File: src/rtl/sramsp_req_ctrl.sv
// Request/response front-end for the single-port SRAM wrapper.
// Drives macro pins from a valid/ready request stream and queues read data.
module sramsp_req_ctrl #(
    parameter int          WORDSWD   = 13,
    parameter int          BITS      = 128,
    parameter int          RSP_DEPTH = 2,
    parameter logic [2:0]  EMA_VAL   = 3'b011,
    parameter logic [1:0]  EMAW_VAL  = 2'b01
) (
    input  logic               CLK,
    input  logic               RST,
    input  logic               req_valid,
    output logic               req_ready,
    input  logic               req_we,
    input  logic [WORDSWD-1:0] req_addr,
    input  logic [BITS-1:0]    req_wdata,
    input  logic [BITS-1:0]    req_wmask,
    output logic               rsp_valid,
    input  logic               rsp_ready,
    output logic [BITS-1:0]    rsp_rdata,
    output logic               sram_cen,
    output logic               sram_gwen,
    output logic [BITS-1:0]    sram_wen,
    output logic [WORDSWD-1:0] sram_a,
    output logic [BITS-1:0]    sram_d,
    input  logic [BITS-1:0]    sram_q,
    output logic [2:0]         sram_ema,
    output logic [1:0]         sram_emaw,
    output logic               sram_tie
);

    // count holds 0..RSP_DEPTH; occ needs one extra bit for the in-flight read
    localparam int CW = $clog2(RSP_DEPTH + 1);
    localparam int OW = CW + 1;

    logic [BITS-1:0] mem     [RSP_DEPTH];
    logic [BITS-1:0] mem_nxt [RSP_DEPTH];
    logic [CW-1:0]   count;
    logic [CW-1:0]   count_nxt;
    logic [CW-1:0]   wr_idx;
    logic            rd_inflight;
    logic [OW-1:0]   occ;
    logic [OW-1:0]   occ_after_pop;
    logic            rd_ok;
    logic            accept;
    logic            wr_acc;
    logic            rd_acc;
    logic            push;
    logic            pop;

    // Constant macro configuration and functional-mode test-pin level
    assign sram_ema  = EMA_VAL;
    assign sram_emaw = EMAW_VAL;
    assign sram_tie  = 1'b1;

    // Credit accounting: a pop this cycle frees a slot for a read
    // accepted this same cycle, keeping single-cycle read throughput.
    assign pop           = rsp_valid && rsp_ready;
    assign push          = rd_inflight;
    assign occ           = OW'(count) + OW'(rd_inflight);
    assign occ_after_pop = occ - OW'(pop);
    assign rd_ok         = occ_after_pop < OW'(RSP_DEPTH);

    // Writes never produce a response, so they bypass the credit check
    assign req_ready = !RST && (req_we || rd_ok);
    assign accept    = req_valid && req_ready;
    assign wr_acc    = accept && req_we;
    assign rd_acc    = accept && !req_we;

    // Pins are combinational so the macro samples at the accepting edge
    assign sram_cen  = !accept;
    assign sram_gwen = !wr_acc;
    assign sram_wen  = wr_acc ? ~req_wmask : {BITS{1'b1}};
    assign sram_a    = req_addr;
    assign sram_d    = req_wdata;

    // Slot 0 is the FIFO head and doubles as the registered response data
    assign rsp_valid = count != '0;
    assign rsp_rdata = mem[0];
    assign wr_idx    = count - CW'(pop);
    assign count_nxt = count + CW'(push) - CW'(pop);

    // Shift-on-pop FIFO update, then place captured Q behind the live entries
    always_comb begin
        for (int i = 0; i < RSP_DEPTH; i++) begin
            mem_nxt[i] = mem[i];
        end
        if (pop) begin
            for (int i = 0; i < RSP_DEPTH - 1; i++) begin
                mem_nxt[i] = mem[i+1];
            end
            mem_nxt[RSP_DEPTH-1] = '0;
        end
        if (push) begin
            for (int i = 0; i < RSP_DEPTH; i++) begin
                if (CW'(i) == wr_idx) begin
                    mem_nxt[i] = sram_q;
                end
            end
        end
    end

    // Q is valid the cycle after a read is accepted
    always_ff @(posedge CLK or posedge RST) begin
        if (RST) begin
            rd_inflight <= 1'b0;
        end else begin
            rd_inflight <= rd_acc;
        end
    end

    // FIFO storage and occupancy
    always_ff @(posedge CLK or posedge RST) begin
        if (RST) begin
            count <= '0;
            for (int i = 0; i < RSP_DEPTH; i++) begin
                mem[i] <= '0;
            end
        end else begin
            count <= count_nxt;
            for (int i = 0; i < RSP_DEPTH; i++) begin
                mem[i] <= mem_nxt[i];
            end
        end
    end

    // Outstanding reads plus queued data can never exceed the FIFO
    a_no_overflow : assert property (
        @(posedge CLK) disable iff (RST) occ <= OW'(RSP_DEPTH)
    );

    // A push into a full FIFO without a pop would lose read data
    a_no_push_full : assert property (
        @(posedge CLK) disable iff (RST)
        !(push && !pop && count == CW'(RSP_DEPTH))
    );

endmodule

File: config.mk
export PLATFORM = sky130hd
export DESIGN_NAME = sramsp_req_ctrl
export DESIGN_NICKNAME = d
export VERILOG_FILES = /design/src/rtl/sramsp_req_ctrl.sv
export SDC_FILE = /design/constraint.sdc
export NUM_CORES = 1
export LEC_CHECK = 0
export CORE_AREA = 8 8 309 311
export CTS_CLUSTER_DIAMETER = 150
export CTS_CLUSTER_SIZE = 25
export DETAILED_ROUTE_END_ITERATION = 10
export DIE_AREA = 0 0 317 319
export SYNTH_ARGS = -nofsm -noshare
export SYNTH_HDL_FRONTEND = slang
export SYNTH_SLANG_ARGS = --single-unit
File: constraint.sdc
create_clock -name CLK -period 13.6 [get_ports CLK]
set_clock_uncertainty 0.15 [all_clocks]
set_input_delay 2.72 -clock CLK [delete_from_list [all_inputs] [get_ports CLK]]
set_output_delay 2.72 -clock CLK [all_outputs]
set_load 0.01 [all_outputs]
[Word-level counts from Yosys, hierarchy flattened]
Cells that the tools add are included.
Storage, ports and cells
  flip-flop bits (word level): 259
  logic and storage cells: 29
  output and inout port bits: 407
Cells by class
  eq/ne operators: 1
  bitwise gates (word level): 1
  $lt $le $gt $ge: 1
  add/sub/neg operators: 5
  reductions and logical operators: 12
  mux-type cells: 5
Operators by type and width (number)
  $mux 256: 2
  $mux 128: 3
  $not 128->128: 1
  $logic_and 1x1->1: 5
  $logic_not 1->1: 4
  $sub 2x1->2: 2
  $add 2x1->3: 1
  $lt 3x2->1 const B: 1
  $sub 3x1->3: 1
  $add 2x1->2: 1
  $eq 1x2->1 const A: 1
  $logic_not 2->1: 1
  $reduce_bool 2->1: 1
  $logic_or 1x1->1: 1

[Longest topological paths before layout]
  depth in word-level cells: 9
  mapped depth: 10

[Worst setup path after synthesis]
No wires, ideal clock.
  path kind: input port to output port
  start: input RST
  end: output req_ready
  required time: 10730 ps
  stages: 2
  setup slack: 2038 ps
  data arrival time: 8692 ps
  path buffers: 0
  cells stage by stage: inv_1 > and2_1
On the way
  word-level cells in the longest chain between the ends: 2
RTL lines
  from (decl): RTL line 11  | input logic RST,
  $logic_not 1->1 (no source line)
  $logic_and 1x1->1: RTL line 65  | assign req_ready = !RST && (req_we || rd_ok);
  to (decl): RTL line 13  | output logic req_ready,
No other way between the ends.

[Worst setup path after layout]
  start: input rsp_ready
  end: output req_ready
On the way
  word-level cells in the longest chain between the ends: 5
RTL lines
  from (decl): RTL line 19  | input logic rsp_ready,
  $logic_and 1x1->1: RTL line 58  | assign pop = rsp_valid && rsp_ready;
  $sub 3x1->3: RTL line 61  | assign occ_after_pop = occ - OW'(pop);
  $lt 3x2->1: RTL line 62  | assign rd_ok = occ_after_pop < OW'(RSP_DEPTH);
  $logic_or 1x1->1: RTL line 65
  $logic_and 1x1->1: RTL line 65
No other way between the ends.

==> reports/results.ini <==
[power_and_ir_drop]
p_per_area_nw_per_um2=135
p_switching_uw=897
share_comb_of_total_power_pct=38.2
max-vdd-ir-drop_uv=65.9
p_clk_share_pct=19.6
fin_total_pwr_mw=2.42
switching_share_pct=37.1
leakagePower_nw=6.99
power.share.sequential_pct=42.2
internal_power_mw=1.52

[routing]
first_pass_iters=5
routedWlPerCell_um=25.4
route.detailed.drc=0
drt-total-wl_mm=71.2
via_per_inst=3.99
ant_nets=0
vias=11200
drt-initial-drc-count=997

[synth]
syn_inst=1441
seq_area_frac_synth_pct=49.0
synth-seq-cells=259
synth_cell_types=24
synth_area_leaders=dfrtp_1 (49%), buf_4 (16%), nand2_1 (11%), a22o_1 (8.5%), a31oi_1 (6.1%)
ys.flop_type=dfrtp_1
synth_most_common_cell=nand2_1
avgSynthCellArea_um2=9.17
netlist_area_um2=13200
yosysWarnings=0
synth_edf_count=0
synth_area_leader_cell=dfrtp_1
synth_top_cell_area_share_pct=49.0
ys_async_sr_fraction_pct=100
synthTopCellsByCount=nand2_1 (387), buf_4 (275), dfrtp_1 (259)

[floorplanning]
die_area_um2=101000
io_pins=809
rows=111
start_util_pct=14.6
die-height_um=319
core_um2=90700
die_w_um=317

[worst_setup_path]
critPathBufInv=2
arrival_ns=5.60
crit_chain=clkdlybuf4s50_1 -> o21a_4 -> nand2b_1 -> nand2_1 -> ha_1 -> fa_1 -> o21bai_1 -> and2_1 -> clkdlybuf4s50_1
crit_path_start_kind=input pin
path_max_fanout=21
ff2ff_path_depth=5
cp.depth=9
critPathKind=in -> out
crit_family=buffers and inverters
critPathMaxStageDelay_ns=0.71
cp_common_cell=clkdlybuf4s50_1
critPathSlowestCell=clkdlybuf4s50_1
required_ns=10.73
end_kind=output pin

[timing]
finalSetupTns_ns=0
setup_viol=0
final_max_slew_viol_count=0
fin_hold_ws_ns=0.355
rsz0062_at_grt=no
finalHoldViolations=0
tightest_slew_ns=0.996
period_minus_slack_ns=8.47
clock.fmax_mhz=118
finalCritPeriodShare_pct=62.3
slew-limit-headroom_pct=33.6

[cts]
cts_root_buffer=clkbuf_16
cts_made_buffers=14
cts.hold.buffers_added=0
htreeDepth=1
clock-sinks=259
worst_skew_pair.late_latency_ns=0.50
post_cts_resized=0
postCtsSetupRepairBufs=0
clk_pin_slew_ns=0.10
clock_path_buffers=3
tritoncts=built

[global_routing]
grt_max_degree=90
overflow=0
grt_pass1_wl_mm=96.4
grtUsageTotal_pct=13.3
antenna_found_initial=24
grt_pass1_vias=11500

[worst_hold_path]
min_path_type=reg -> reg
holdPathStages=1

[outcome]
outcome=finished clean

[cells_and_area]
syn_to_final_growth_pct=35.9
drive_gt1_share_pct=2.55
fillers=9916
layout.nets=2013

[job]
cap_violations=0

[placed_design]
dp_hpwl_mm=54.6
gp_congestion=0.823
port_buffers=520

-- layout make-up --
class / count / area (um^2) / share of cell area [%]
Antenna cell: 6 / 15.0 / 0.0836
Clock buffer: 16 / 379 / 2.11
Multi-Input combinational cell: 796 / 4250 / 23.7
Timing Repair Buffer: 535 / 5320 / 29.6
Clock inverter: 1 / 16.3 / 0.0906
Inverter: 3 / 18.8 / 0.104
Tap cell: 1186 / 1480 / 8.26
Sequential cell: 259 / 6480 / 36.1
-- cells by family (layout without fill, tap and decap cells) --
kind of cell | count (synthesis) | after routing | synth area share, %
compound gates | 261 | 261 | 14.8
xor+xnor | 1 | 1 | 0.0663
fa+ha+maj | 2 | 2 | 0.246
buf+inv | 390 | 555 | 19.4
flops | 259 | 259 | 49.0
other cells | 2 | 12 | 0.0568
simple gates | 526 | 526 | 16.4
-- routing by layer --
| layer | part of all wire (%) | global-route usage, % | up-vias |
|---|---|---|---|
| met1 | 39 | 15.4 | 5458 |
| li1 | - | - | 4965 |
| met2 | 48 | 22.3 | 594 |
| met3 | 10 | 5.18 | 137 |
| met5 | 0.19 | 0.532 | - |
| met4 | 3.2 | 4.41 | 12 |
-- through the flow --
| step | cells | worst slack [ns] | cell area, um^2 | utilization, % |
|---|---|---|---|---|
| floorplan | 1445 | 2.04 | 13200 | - |
| global placement | 2779 | 5.17 | 17600 | 19.4 |
| detailed placement | 2779 | 5.16 | 17600 | 19.4 |
| CTS | 2796 | 5.14 | 17900 | 19.8 |
| global route | 2797 | 4.99 | 17900 | 19.8 |
| finish | 2802 | 5.13 | 18000 | 19.8 |
-- power by group through the flow --
stage	sequential (mW)	clock [mW]	combinational, mW
6_report	1.02	0.473	0.924
3_3_place_gp	1.03	0	0.944
3_5_place_dp	1.03	0	0.941
2_1_floorplan	0.995	0	0.598
4_1_cts	1.02	0.506	0.945
5_1_grt	1.04	0.524	0.993
-- final timing paths --
| kind | slack [ns] | startpoint | endpoint |
|---|---|---|---|
| setup / recovery | 5.13 | rsp_ready | req_ready |
| hold / removal | 0.35 | mem[47]$_DFF_PP0_ | mem[47]$_DFF_PP0_ |
| setup reg to reg | 9.72 | count[0]$_DFF_PP0_ | mem[61]$_DFF_PP0_ |
| hold reg to reg | 0.35 | mem[47]$_DFF_PP0_ | mem[47]$_DFF_PP0_ |
| max in group asynchronous | 8.56 | RST | mem[85]$_DFF_PP0_ |
| min in group asynchronous | 2.55 | RST | rsp_rdata[116]$_DFF_PP0_ |
-- sequential cells by signal, summed over array words and instances, names as in the netlist --
signal,count
mem,128
rsp_rdata,128
count,2
push,1
-- layout by cell type, fill, tap and decap left out --
cell / n
dfrtp_1: 259
nor3_1: 128
clkdlybuf4s50_1: 520
inv_1: 2
nand2b_4: 2
diode_2: 6
nand2b_1: 1
a21o_4: 1
inv_8: 1
nor2b_4: 1
a22o_1: 128
inv_12: 1
and2_4: 1
clkbuf_1: 1
buf_4: 15
ha_1: 1
o21ai_4: 2
clkbuf_16: 15
o21a_4: 1
and2_1: 1
xnor2_1: 1
fa_1: 1
nand2_1: 387
and4b_1: 1
o21bai_1: 1
or2_2: 1
nor4b_1: 1
nor2b_1: 2
conb_1: 6
a31oi_1: 128
(Power assumes the default switching activity.)
